$ cat config.mk
export PLATFORM = sky130hd
export DESIGN_NAME = sorted_ram_writer
export DESIGN_NICKNAME = d
export VERILOG_FILES = /design/src/rtl/sorted_ram_writer.sv
export SDC_FILE = /design/constraint.sdc
export NUM_CORES = 1
export LEC_CHECK = 0
export CAP_MARGIN = 20
export CORE_UTILIZATION = 45
export DETAILED_ROUTE_END_ITERATION = 10
export GPL_ROUTABILITY_DRIVEN = 0
export PLACE_DENSITY = 0.85
export SYNTH_ARGS = -nofsm -noshare
export SYNTH_HDL_FRONTEND = slang
export SYNTH_SLANG_ARGS = --single-unit
$ cat constraint.sdc
create_clock -name clk -period 2.9 [get_ports clk]
set_input_delay 0.435 -clock clk [delete_from_list [all_inputs] [get_ports clk]]
set_output_delay 0.435 -clock clk [all_outputs]
set_load 0.03 [all_outputs]
$ cat src/rtl/sorted_ram_writer.sv
`default_nettype none
// ============================================================================
//  Module      : sorted_ram_writer
//  Description : Fills the search RAM with an ascending sequence, one word
//                per Valid strobe. Words that would break the ordering are
//                rejected and flagged on the sticky Error output. Reports
//                word count and completion once the RAM is full.
//  Options     : STRICT_ASCEND_EN - when defined, each accepted word must be
//                strictly greater than the previous one (duplicates rejected);
//                otherwise equal values are accepted (non-decreasing order).
//  Revision    : 1.0 - initial release
// ============================================================================
module sorted_ram_writer #(
    parameter int ADDR_W = 5,
    parameter int DATA_W = 8
) (
    input  logic              clk,
    input  logic              Reset,
    input  logic              Start,
    input  logic [DATA_W-1:0] Data,
    input  logic              Valid,
    output logic              wr_en,
    output logic [ADDR_W-1:0] wr_addr,
    output logic [DATA_W-1:0] wr_data,
    output logic              Ready,
    output logic [ADDR_W:0]   Count,
    output logic              Done,
    output logic              Error
);

    // State encoding
    localparam logic [1:0] c_ST_IDLE = 2'd0;
    localparam logic [1:0] c_ST_LOAD = 2'd1;
    localparam logic [1:0] c_ST_DONE = 2'd2;

    // Count value held just before the final word is accepted
    localparam logic [ADDR_W:0] c_LAST_IDX = {1'b0, {ADDR_W{1'b1}}};
    localparam logic [ADDR_W:0] c_ONE      = {{ADDR_W{1'b0}}, 1'b1};

    logic [1:0]        r_state;
    logic              r_wr_en;
    logic [ADDR_W-1:0] r_wr_addr;
    logic [DATA_W-1:0] r_wr_data;
    logic              r_ready;
    logic [ADDR_W:0]   r_count;
    logic              r_done;
    logic              r_error;
    logic [DATA_W-1:0] r_last;
    logic              r_have_last;

    logic              w_order_ok;
    logic              w_accept;

    // Ordering rule against the last accepted word (unsigned compare)
`ifdef STRICT_ASCEND_EN
    assign w_order_ok = (Data > r_last);
`else
    assign w_order_ok = (Data >= r_last);
`endif

    // The first word of a session has nothing to be ordered against
    assign w_accept = !r_have_last || w_order_ok;

    // Session FSM with all outputs registered; Start always takes priority over Valid
    always_ff @(posedge clk or posedge Reset) begin
        if (Reset) begin
            r_state     <= c_ST_IDLE;
            r_wr_en     <= 1'b0;
            r_wr_addr   <= '0;
            r_wr_data   <= '0;
            r_ready     <= 1'b0;
            r_count     <= '0;
            r_done      <= 1'b0;
            r_error     <= 1'b0;
            r_last      <= '0;
            r_have_last <= 1'b0;
        end else begin
            r_wr_en <= 1'b0;
            if (Start) begin
                // Begin a fresh session from any state; a coincident Valid is dropped
                r_state     <= c_ST_LOAD;
                r_ready     <= 1'b1;
                r_done      <= 1'b0;
                r_count     <= '0;
                r_error     <= 1'b0;
                r_have_last <= 1'b0;
            end else begin
                case (r_state)
                    c_ST_LOAD: begin
                        if (Valid) begin
                            if (w_accept) begin
                                r_wr_en     <= 1'b1;
                                r_wr_addr   <= r_count[ADDR_W-1:0];
                                r_wr_data   <= Data;
                                r_last      <= Data;
                                r_have_last <= 1'b1;
                                r_count     <= r_count + c_ONE;
                                if (r_count == c_LAST_IDX) begin
                                    r_state <= c_ST_DONE;
                                    r_ready <= 1'b0;
                                    r_done  <= 1'b1;
                                end
                            end else begin
                                r_error <= 1'b1;
                            end
                        end
                    end
                    c_ST_DONE: begin
                        r_done  <= 1'b1;
                        r_ready <= 1'b0;
                    end
                    default: begin
                        r_state <= c_ST_IDLE;
                        r_ready <= 1'b0;
                        r_done  <= 1'b0;
                    end
                endcase
            end
        end
    end

    assign wr_en   = r_wr_en;
    assign wr_addr = r_wr_addr;
    assign wr_data = r_wr_data;
    assign Ready   = r_ready;
    assign Count   = r_count;
    assign Done    = r_done;
    assign Error   = r_error;

endmodule
`default_nettype wire

* Word-level counts from Yosys, hierarchy flattened *
Index checks and enable logic that the tools add are counted.

storage, ports and cells
  bits in registers = 26
  bits in latches = 0
  memory bits (writable) = 0
  ROM bits = 0
  input bits = 12
  logic and storage cells = 61
  memories kept = 0

cells by class
  $add $sub $neg = 1
  multiply operators = 0
  div/mod/pow operators = 0
  order comparisons = 1
  equal/unequal tests = 8
  shifts and indexed selects = 0
  multiplexer cells = 31
  bitwise operators = 1
  reduce and logical (&&, ||, !) cells = 10

operators by type and width
  cell                 count
  $mux 6               4
  $mux 1               21
  $ne 3x3->1 const B   3
  $reduce_and 3->1     3
  $ge 8x8->1           1
  $mux 2               4
  $reduce_and 4->1     2
  $add 6x1->6 const B  1
  $eq 6x5->1 const B   1
  $reduce_bool 2->1    3
  $ne 2x2->1 const B   2
  $pmux 2 s2           1
  $eq 2x1->1 const B   1
  $eq 2x2->1 const B   1
  $pmux 1 s2           1
  $logic_not 1->1      1
  $logic_or 1x1->1     1
  $not 1->1            1

* Logic depth before layout (Yosys ltp) *
Gate-level depths: netlist of the first run.

  word-level depth = 6
  depth in mapped cells = 8
  gate-level depth less buffers = 7

* Worst setup path after synthesis of the first run *
OpenSTA, ideal clock, no wires.

  kind = flip-flop to flip-flop
  start = register r_last[6]
  end = register r_last[0]
  library setup time = 0.125 ns
  arrival = 2.290 ns
  required time = 2.775 ns
  slack = 0.485 ns
  stages on the path, launching flop included = 9
  path buffers = 1
  cell sequence = dfrtp_1 -> inv_1 -> ha_1 -> a21o_1 -> a2111oi_4 -> a21boi_4 -> nor3_4 -> buf_12 -> mux2_4

on the way
  word-level cells in the longest chain between the ends = 3

ends and longest elaborated chain
  element                            RTL line  text
  start: declaration                 48        logic [DATA_W-1:0] r_last;
  start signal: assignment           95        r_last <= Data;
  $ge 8x8->1                         58        assign w_order_ok = (Data >= r_last);
  $logic_or 1x1->1                   62        assign w_accept = !r_have_last || w_order_ok;
  $reduce_and 4->1 (no source line)  --

Every way passes these cells.
A chain may end at the register's enable or synchronous reset.

* Worst setup path after layout of the first run *
  start = input port Data[7]
  end = register r_wr_addr[3], in the netlist wr_addr[3]

on the way
  word-level cells in the longest chain between the ends = 3

ends and longest elaborated chain
  element                            RTL line  text
  start: declaration                 20        input logic [DATA_W-1:0] Data,
  $ge 8x8->1                         58
  $logic_or 1x1->1                   62
  $reduce_and 4->1 (no source line)  --
  end signal: assignment             93        r_wr_addr <= r_count[ADDR_W-1:0];
  end: declaration                   42        logic [ADDR_W-1:0] r_wr_addr;

Every way passes these cells.

==> results of run 1 <==
state kept, by name, summed over array words and instances, names as in the netlist, 2 cells and up:
name / count
r_last: 8
Count: 6
wr_addr: 5
r_state: 2
routing by layer:
metal  GRT usage  wire length (um)
met1       0.213              1280
met3      0.0242                83
met5           0                 0
met2       0.373              1620
met4      0.0748                33
logic make-up (layout without fill, tap and decap cells):
logic type               after synthesis  in the layout  share of synthesized area
AND/OR/NAND/NOR                       29             29                      0.114
multiplexers                          20             20                      0.177
AO/OA/AOI/OAI                         18             18                      0.111
flip-flops                            26             26                      0.448
buffers and inverters                 17             54                     0.0551
adder cells (fa/ha/maj)               11             11                     0.0947
synth_stat cells, types with 2 or more instances:
library cell,n,share of area
a21oi_1,3,0.010
nand2_1,4,0.010
mux2_2,10,0.077
a211oi_1,4,0.021
clkbuf_1,2,0.0052
o21ai_0,2,0.0069
mux2_4,9,0.093
inv_1,14,0.036
nor2b_1,6,0.026
dfrtp_1,26,0.45
nor2_1,8,0.021
a21o_1,2,0.010
ha_1,11,0.095
nand3_1,2,0.0069
nand2b_1,2,0.0086
layout make-up:
type	count	area, um2
clock buffers	4	36.3
fillers	257	1160
inverters	14	52.6
multi-input cells	78	723
flip-flops and latches	26	651
well taps	44	55.1
repair buffers	36	375
per-stage QoR:
step                hold slack, ns  setup WS [ns]  std cells  instance area [um2]
floorplan                    0.475          0.485        121                 1450
global placement             0.459         0.0411        197                 1830
detailed placement           0.465        -0.0384        197                 1830
CTS                          0.498          0.298        201                 1870
global route                 0.405          0.222        202                 1890
finish                       0.382          0.306        202                 1890
power by group:
part / switching (mW) / internal [mW]
combinational: 0.270 / 0.247
clock: 0.108 / 0.0766
sequential: 0.0493 / 0.423
path summary, 6_finish.rpt:
check	end	slack, ns	cells after the start
min in group clk	Ready	0.50	1
worst min register to register	Ready	0.50	1
worst max register to register	wr_addr[3]	0.45	7
worst min-delay path	r_state[0]	0.38	2
max in group asynchronous	r_last[5]	2.07	3
worst max-delay path	wr_addr[3]	0.31	7
==> results.md, run 1 <==
* Worst relative slew slack at 0.454
* Cell area after synthesis at ~1500 um2
* Ant diodes at 0
* Critical path startpoint category: input pin
* Setup TNS at 0 ns
* H-tree levels at 1
* Layout cells sized above 1 at 0.209
* Clk Latency, worst-skew pair at 0.32 ns
* Largest delay share family, worst path: simple AND/OR/NAND/NOR gates
* Remaining Overflow, GRT at 0
* Layout Utilization at 0.620
* Port bufs at 34
* Syn avg cell area at 12.0 um2
* Unrepaired setup endpoints after global routing: false
* YS warnings at 0
* Die height at 58.8 um
* Post-synthesis cell type count at 31
* CTS Buf Count at 3
* Final #Nets at between 150 and 200
* CP Capture Type: register
* Fin Clk Skew at 0.0142 ns
* Via count at 1025
* Total power at 1.18 mW
* Core Area at 3050 um2
* Main synth FF type: dfrtp_1
* Peak Freq at ~390 MHz
* Drt first pass iters at 4
* Status: completed
* Critical path type: input pin to register
* Root buf cell: clkbuf_4
* Worst R2R Start: r_last[7]
* Worst vdd ir at 0.000274 V
* Mapped Cells at around 120
* Largest net degree at the start of global routing at 27
* Layout area overhead at 30.2%
* Max Transition Viols Final at 0
* Least-Margin Pin Slew at roughly 0.82 ns
* Endpoints failing setup at 0
* Clock slew at reported path FFs at 0.15 ns
* Post-route minimum period at 2.59 ns
* DR DRC count at 0
* Vias per cell at 5.07
* CP arrival at about 2.8 ns
* Die Area at between 3000 and 4000 um2
* Clk sinks at 26
* Critical Path, Cell by Cell: clkdlybuf4s50_1, ha_1, and4_2, a2111oi_4, a21boi_4, nor3_4, mux2_2
* Initial drt markers at 31
* Sequential area share after synthesis at 0.448
* Gr usage total at 0.194
* Final period util at 0.894
* Die width at 58.8 um
* CTS Hold Buffers Added at 0
* Post-synth EDFFs at 0
* DP Wirelength at between 2000 and 2500 um
* CP max-delay cell: nor3_4
* Post-CTS Resized at 0
* Max stage delay on crit path at roughly 0.64 ns
* Syn nets at 144
* Wire per inst at around 15 um
* Initial Util at 0.476
* WP data required at 3.11 ns
* Initial antenna violation count at 0
* Maximum capacitance violations at 0
* Hold Crit Class: input pin to async pin
* Top Ports at 35
* Final hold violations at 0
* WP buf/inv at 1
* Most frequent cells in the layout: clkdlybuf4s50_1, dfrtp_1, inv_1
* Crit-path max FO at 14
* Total wire length at about 3000 um
* Vias in the first global route at about 1100
* P_leak at between 0.8 and 0.9 nW
* Setup bufs post-CTS at 0
* Commonest non-fill, non-tap cell in the layout: clkdlybuf4s50_1
* CTS tree: yes
* CP Launch Point: Data[7]
* Clk buf depth at 2
* #FFs+latches synth at 26
* First-pass GRT wire length at 5040 um
* Routed Antenna Nets at 0
* Row count at 20
* FFs w/ async S/R, synth at 1.00
* Pwr Density at 621 nW/um2
Note: power is estimated with default switching activity, not from simulation.
==> inputs of run 2 (changes only) <==
--- a/config.mk
+++ b/config.mk
@@ -6,10 +6,10 @@
 export NUM_CORES = 1
 export LEC_CHECK = 0
 export CAP_MARGIN = 20
-export CORE_UTILIZATION = 45
+export CORE_UTILIZATION = 49
 export DETAILED_ROUTE_END_ITERATION = 10
 export GPL_ROUTABILITY_DRIVEN = 0
-export PLACE_DENSITY = 0.85
+export PLACE_DENSITY = 0.9
 export SYNTH_ARGS = -nofsm -noshare
 export SYNTH_HDL_FRONTEND = slang
 export SYNTH_SLANG_ARGS = --single-unit
==> run 2 against run 1 <==
Effect of this change: global-route usage increased by 0.29 points; critical path depth is 1 higher; register-to-register slack gained 0.04 ns; largest power group unchanged; total power grew 1.1%; sequential share of layout area is essentially flat.
==> results.md, run 2 (same netlist as run 1, synthesis figures left out) <==
* CTS Hold Buffers Added at 0 (unchanged)
* Post-CTS Resized at 0 (unchanged)
* Fin Clk Skew at 0.00356 ns (-0.0106 ns)
* Layout Utilization at 0.680 (+0.0601)
* DP Wirelength at 2220 um (-4.2%)
* Routed Antenna Nets at 0 (unchanged)
* Clk sinks at 26 (unchanged)
* Vias in the first global route at 1117 (-1.2%)
* Worst vdd ir at 0.000494 V (+81%)
* Initial antenna violation count at 0 (unchanged)
* P_leak at 0.869 nW (+1.2%)
* Die Area at 3190 um2 (-7.9%)
* Final std cells w/o fill at 191 (-5.4%)
* Unrepaired setup endpoints after global routing: false
* Crit-path max FO at 6 (-8)
* Hold Crit Class: input pin to async pin
* Remaining Overflow, GRT at 0 (unchanged)
* Post-route minimum period at 2.53 ns (-0.0631 ns)
* Final hold violations at 0 (unchanged)
* H-tree levels at 1 (unchanged)
* Clk Latency, worst-skew pair at 0.32 ns (about the same)
* Peak Freq at 395 MHz (+2.5%)
* Place WS at 0.000501 ns (+0.0389 ns)
* Placed insts at 186 (-5.6%)
* Total wire length at 2950 um (-2.5%)
* Gr usage total at 0.197 (+0.00291)
* Least-Margin Pin Slew at 0.802 ns (-0.0133 ns)
* Layout area overhead at 30.1% (about the same)
* Maximum capacitance violations at 0 (unchanged)
* Via count at 1039 (+1.4%)
* CTS tree: yes
* Reg with most FFs: r_last
* Layout cells sized above 1 at 0.219 (+0.00989)
* Root buf cell: clkbuf_4
* Clk buf depth at 2 (unchanged)
* Initial Util at 0.523 (+0.0465)
* Pwr Density at 628 nW/um2 (+1.1%)
* Die width at 56.5 um (-4.0%)
* Wire per inst at 15.4 um (+3.1%)
* Drt first pass iters at 5 (+1)
* Final #Nets at 184 (+1.1%)
* Clock slew at reported path FFs at 0.14 ns (about the same)
* CP arrival at 2.76 ns (-0.04 ns)
* Most frequent cells in the layout: clkdlybuf4s50_1, dfrtp_1, inv_1
* CTS Buf Count at 3 (unchanged)
* Top Ports at 35 (unchanged)
* Critical path startpoint category: input pin
* Ant diodes at 0 (unchanged)
* WP data required at 3.13 ns (+0.02 ns)
* Status: completed
* First-pass GRT wire length at 4860 um (-3.5%)
* Setup TNS at 0 ns (unchanged)
* Vias per cell at 5.44 (+7.2%)
* Port bufs at 34 (unchanged)
* Final WS setup at 0.370 ns (+0.0631 ns)
* DR DRC count at 0 (unchanged)
* CP Capture Type: register
* Initial drt markers at 23 (-26%)
* Largest net degree at the start of global routing at 27 (unchanged)
* Endpoints failing setup at 0 (unchanged)
* Critical path type: input pin to register
* Max FFs per register at 8 (unchanged)
* Core Area at 2780 um2 (-8.9%)
* Final period util at 0.873 (-0.0218)
* Row count at 19 (-5.0%)
* Worst relative slew slack at 0.463 (+0.00892)
* Total power at 1.19 mW (+1.1%)
* Max Transition Viols Final at 0 (unchanged)
* Setup bufs post-CTS at 0 (unchanged)
* Commonest non-fill, non-tap cell in the layout: clkdlybuf4s50_1
* Die height at 56.5 um (-4.0%)
-- run 2: cell types whose count changed in the layout (fill, tap and decap cells not counted) --
cell	before	now
buf_4	1	3
-- run 2: layout make-up --
| cell class | count | area (um2) |
|---|---|---|
| fill | 196 | 890 |
| multi-input combinational | 78 | 723 |
| sequential | 26 | 651 |
| timing repair buffer | 38 | 390 |
| inverter | 14 | 52.6 |
| tap | 31 | 38.8 |
| clock buffer | 4 | 36.3 |
-- run 2: critical path: stages --
cell and delay [ns]:
clkdlybuf4s50_1 0.48, inv_1 0.05, ha_1 0.28, or2b_2 0.29
a2111o_1 0.46, nand2_1 0.21, o21ba_2 0.22, mux2_2 0.33
-- run 2: final timing paths --
| kind | from | to | slack [ns] | cells past startpoint |
|---|---|---|---|---|
| hold / removal | Reset | r_state[1] | 0.35 | 2 |
| setup reg to reg | r_last[7] | wr_addr[3] | 0.49 | 7 |
| hold reg to reg | Ready | Ready | 0.51 | 1 |
| max in group asynchronous | Reset | r_last[2] | 2.15 | 3 |
| setup / recovery | Data[0] | Done | 0.37 | 8 |
| min in group clk | Ready | Ready | 0.51 | 1 |
-- run 2: power by group --
| group | internal, mW | leakage, nW | total, mW | switching [mW] |
|---|---|---|---|---|
| clock | 0.0768 | 0.0210 | 0.188 | 0.111 |
| sequential | 0.423 | 0.332 | 0.474 | 0.0510 |
| combinational | 0.254 | 0.515 | 0.525 | 0.271 |
| total | 0.754 | 0.869 | 1.19 | 0.433 |
-- run 2: metrics by stage --
| stage | hold slack [ns] | instance area, um2 |
|---|---|---|
| floorplan | 0.475 | 1450 |
| global placement | 0.463 | 1830 |
| detailed placement | 0.465 | 1830 |
| CTS | 0.512 | 1860 |
| global route | 0.355 | 1890 |
| finish | 0.347 | 1890 |
-- run 2: metal layers --
| layer | part of all wire | track usage |
|---|---|---|
| met1 | 0.44 | 0.235 |
| met2 | 0.53 | 0.353 |
| met3 | 0.027 | 0.0392 |
| met4 | 0.0044 | 0.0592 |
| met5 | 0 | 0 |
==> inputs of run 3 (changes only) <==
--- a/config.mk
+++ b/config.mk
@@ -6,6 +6,7 @@
 export NUM_CORES = 1
 export LEC_CHECK = 0
 export CAP_MARGIN = 20
+export CORE_ASPECT_RATIO = 1.25
 export CORE_UTILIZATION = 49
 export DETAILED_ROUTE_END_ITERATION = 10
 export GPL_ROUTABILITY_DRIVEN = 0
@@ -13,3 +14,4 @@
 export SYNTH_ARGS = -nofsm -noshare
 export SYNTH_HDL_FRONTEND = slang
 export SYNTH_SLANG_ARGS = --single-unit
+export TNS_END_PERCENT = 5
==> run 3 against run 2 <==
Effect of this change: clock-buffer cell count shrank 1; maximum frequency is 1.4% lower; total power increased by 5.8%; critical path type unchanged; largest power group unchanged; highest routed layer unchanged.
==> results.md, run 3 (same netlist as run 1, synthesis figures left out) <==
* Endpoints failing setup at 0 (unchanged)
* RR Endpoint: r_last[5]
* Worst relative slew slack at 0.432 (-0.0314)
* CP Capture Type: register
* Final hold violations at 0 (unchanged)
* Hold Crit Class: input pin to async pin
* Initial drt markers at 17 (-26%)
* CTS Buf Count at 3 (unchanged)
* Gr usage total at 0.206 (+0.00976)
* Clk Latency, worst-skew pair at 0.32 ns (about the same)
* Critical path type: input pin to register
* DR DRC count at 0 (unchanged)
* Final #Nets at 184 (unchanged)
* DP Wirelength at 2280 um (+2.9%)
* Setup bufs post-CTS at 0 (unchanged)
* Critical path startpoint category: input pin
* Fin Clk Skew at 0.00601 ns (+0.00245 ns)
* Worst vdd ir at 0.000396 V (-20%)
* Root buf cell: clkbuf_4
* Remaining Overflow, GRT at 0 (unchanged)
* Ant diodes at 0 (unchanged)
* P_leak at 0.876 nW (+0.80%)
* WP data required at 3.13 ns (about the same)
* H-tree levels at 1 (unchanged)
* Die height at 62.9 um (+11%)
* Final period util at 0.885 (+0.0124)
* Max FFs per register at 8 (unchanged)
* Post-route minimum period at 2.57 ns (+0.0360 ns)
* Maximum capacitance violations at 0 (unchanged)
* Reg power frac at 0.378 (-0.021)
* Top Ports at 35 (unchanged)
* Post-CTS Resized at 0 (unchanged)
* Worst R2R Setup Slack at 0.44 ns (-0.05 ns)
* Peak Freq at 390 MHz (-1.4%)
* Switching pwr at 0.438 mW (+1.1%)
* Vias per cell at 5.35 (-1.6%)
* Unrepaired setup endpoints after global routing: false
* Pwr Density at 657 nW/um2 (+4.7%)
* Initial antenna violation count at 0 (unchanged)
* Die width at 50.7 um (-10%)
* Port bufs at 34 (unchanged)
* Status: completed
* Clk network pwr share at 0.199 (+0.041)
* Most frequent cells in the layout: clkdlybuf4s50_1, dfrtp_1, inv_1
* Wire per inst at 15.7 um (+1.7%)
* Total wire length at 3040 um (+3.3%)
* Layout area overhead at 31.5%
* Combinational share of power at 0.423 (-0.019)
* Max Transition Viols Final at 0 (unchanged)
* Row count at 21 (+2)
* Clock slew at reported path FFs at 0.15 ns (about the same)
* Commonest non-fill, non-tap cell in the layout: clkdlybuf4s50_1
* Setup TNS at 0 ns (unchanged)
* Die Area at 3190 um2 (about the same)
* CTS Hold Buffers Added at 0 (unchanged)
* Clk buf depth at 2 (unchanged)
* Layout cells sized above 1 at 0.219 (unchanged)
* Reg with most FFs: r_last
* Sw frac at 0.348 (-0.0163)
* Core Area at 2760 um2 (-0.81%)
* Largest net degree at the start of global routing at 27 (unchanged)
* Initial Util at 0.527 (+0.00427)
* Clk sinks at 26 (unchanged)
* Worst R2R Start: r_last[6]
* Via count at 1038 (-0.096%)
* CP arrival at 2.79 ns (+0.03 ns)
* Hold Worst Slack at 0.337 ns (-0.00964 ns)
* Layout Utilization at 0.693 (+0.0128)
* CTS tree: yes
* Least-Margin Pin Slew at 0.849 ns (+0.0470 ns)
* Routed Antenna Nets at 0 (unchanged)
* Worst r2r path cells at 7 (unchanged)
* Vias in the first global route at 1105 (-1.1%)
* Crit-path max FO at 14 (+8)
* Final WS setup at 0.334 ns (-0.0360 ns)
* Place WS at 0.00344 ns (+0.00294 ns)
* Int Power at 0.819 mW (+8.5%)
* Drt first pass iters at 4 (-1)
* CP Launch Point: Data[6]
* First-pass GRT wire length at 5000 um (+2.7%)
[run 3: cell count changes in the layout (fill, tap and decap cells not counted)]
cell,previous run,this run
bufinv_16,0,1
clkbuf_8,1,0
[run 3: final cells by class]
cell class	instances	area, um2
Fill cell	232	847
Multi-Input combinational cell	78	723
Sequential cell	26	651
Timing Repair Buffer	38	390
Inverter	14	52.6
Tap cell	34	42.5
Clock inverter	1	30.0
Clock buffer	3	22.5
[run 3: stage by stage]
stage / power [mW] / area [um2] / instances
after global placement: 0.979 / 1830 / 189
final: 1.26 / 1910 / 194
after floorplan: 0.810 / 1450 / 121
after CTS: 1.26 / 1880 / 193
after global routing: 1.32 / 1910 / 194
after detailed placement: 1.01 / 1830 / 189
[run 3: worst max-delay path by stage]
stage,endpoint
2_1_floorplan,r_last[0]
3_5_place_dp,r_last[5]
4_1_cts,r_last[5]
5_1_grt,wr_addr[0]
3_3_place_gp,Done
6_report,r_last[5]
[run 3: power by group through the flow]
stage / Clock [mW] / Sequential [mW] / Combinational, mW
final: 0.250 / 0.474 / 0.532
after global routing: 0.272 / 0.483 / 0.568
after CTS: 0.257 / 0.475 / 0.530
after detailed placement: 0 / 0.482 / 0.529
after global placement: 0 / 0.474 / 0.505
after floorplan: 0 / 0.587 / 0.223
[run 3: critical path, stage by stage]
cell             delay (ns)
clkdlybuf4s50_1        0.45
ha_1                   0.35
and4_2                 0.26
a2111oi_4              0.05
a21boi_4               0.16
nor3_4                 0.66
mux2_2                 0.42
[run 3: per-layer routing]
| metal | vias up | wire, um | track usage |
|---|---|---|---|
| li1 | 495 | - | - |
| met1 | 509 | 1220 | 0.238 |
| met2 | 28 | 1640 | 0.367 |
| met3 | 6 | 115 | 0.0292 |
| met4 | 0 | 66 | 0.0938 |
| met5 | - | 0 | 0 |
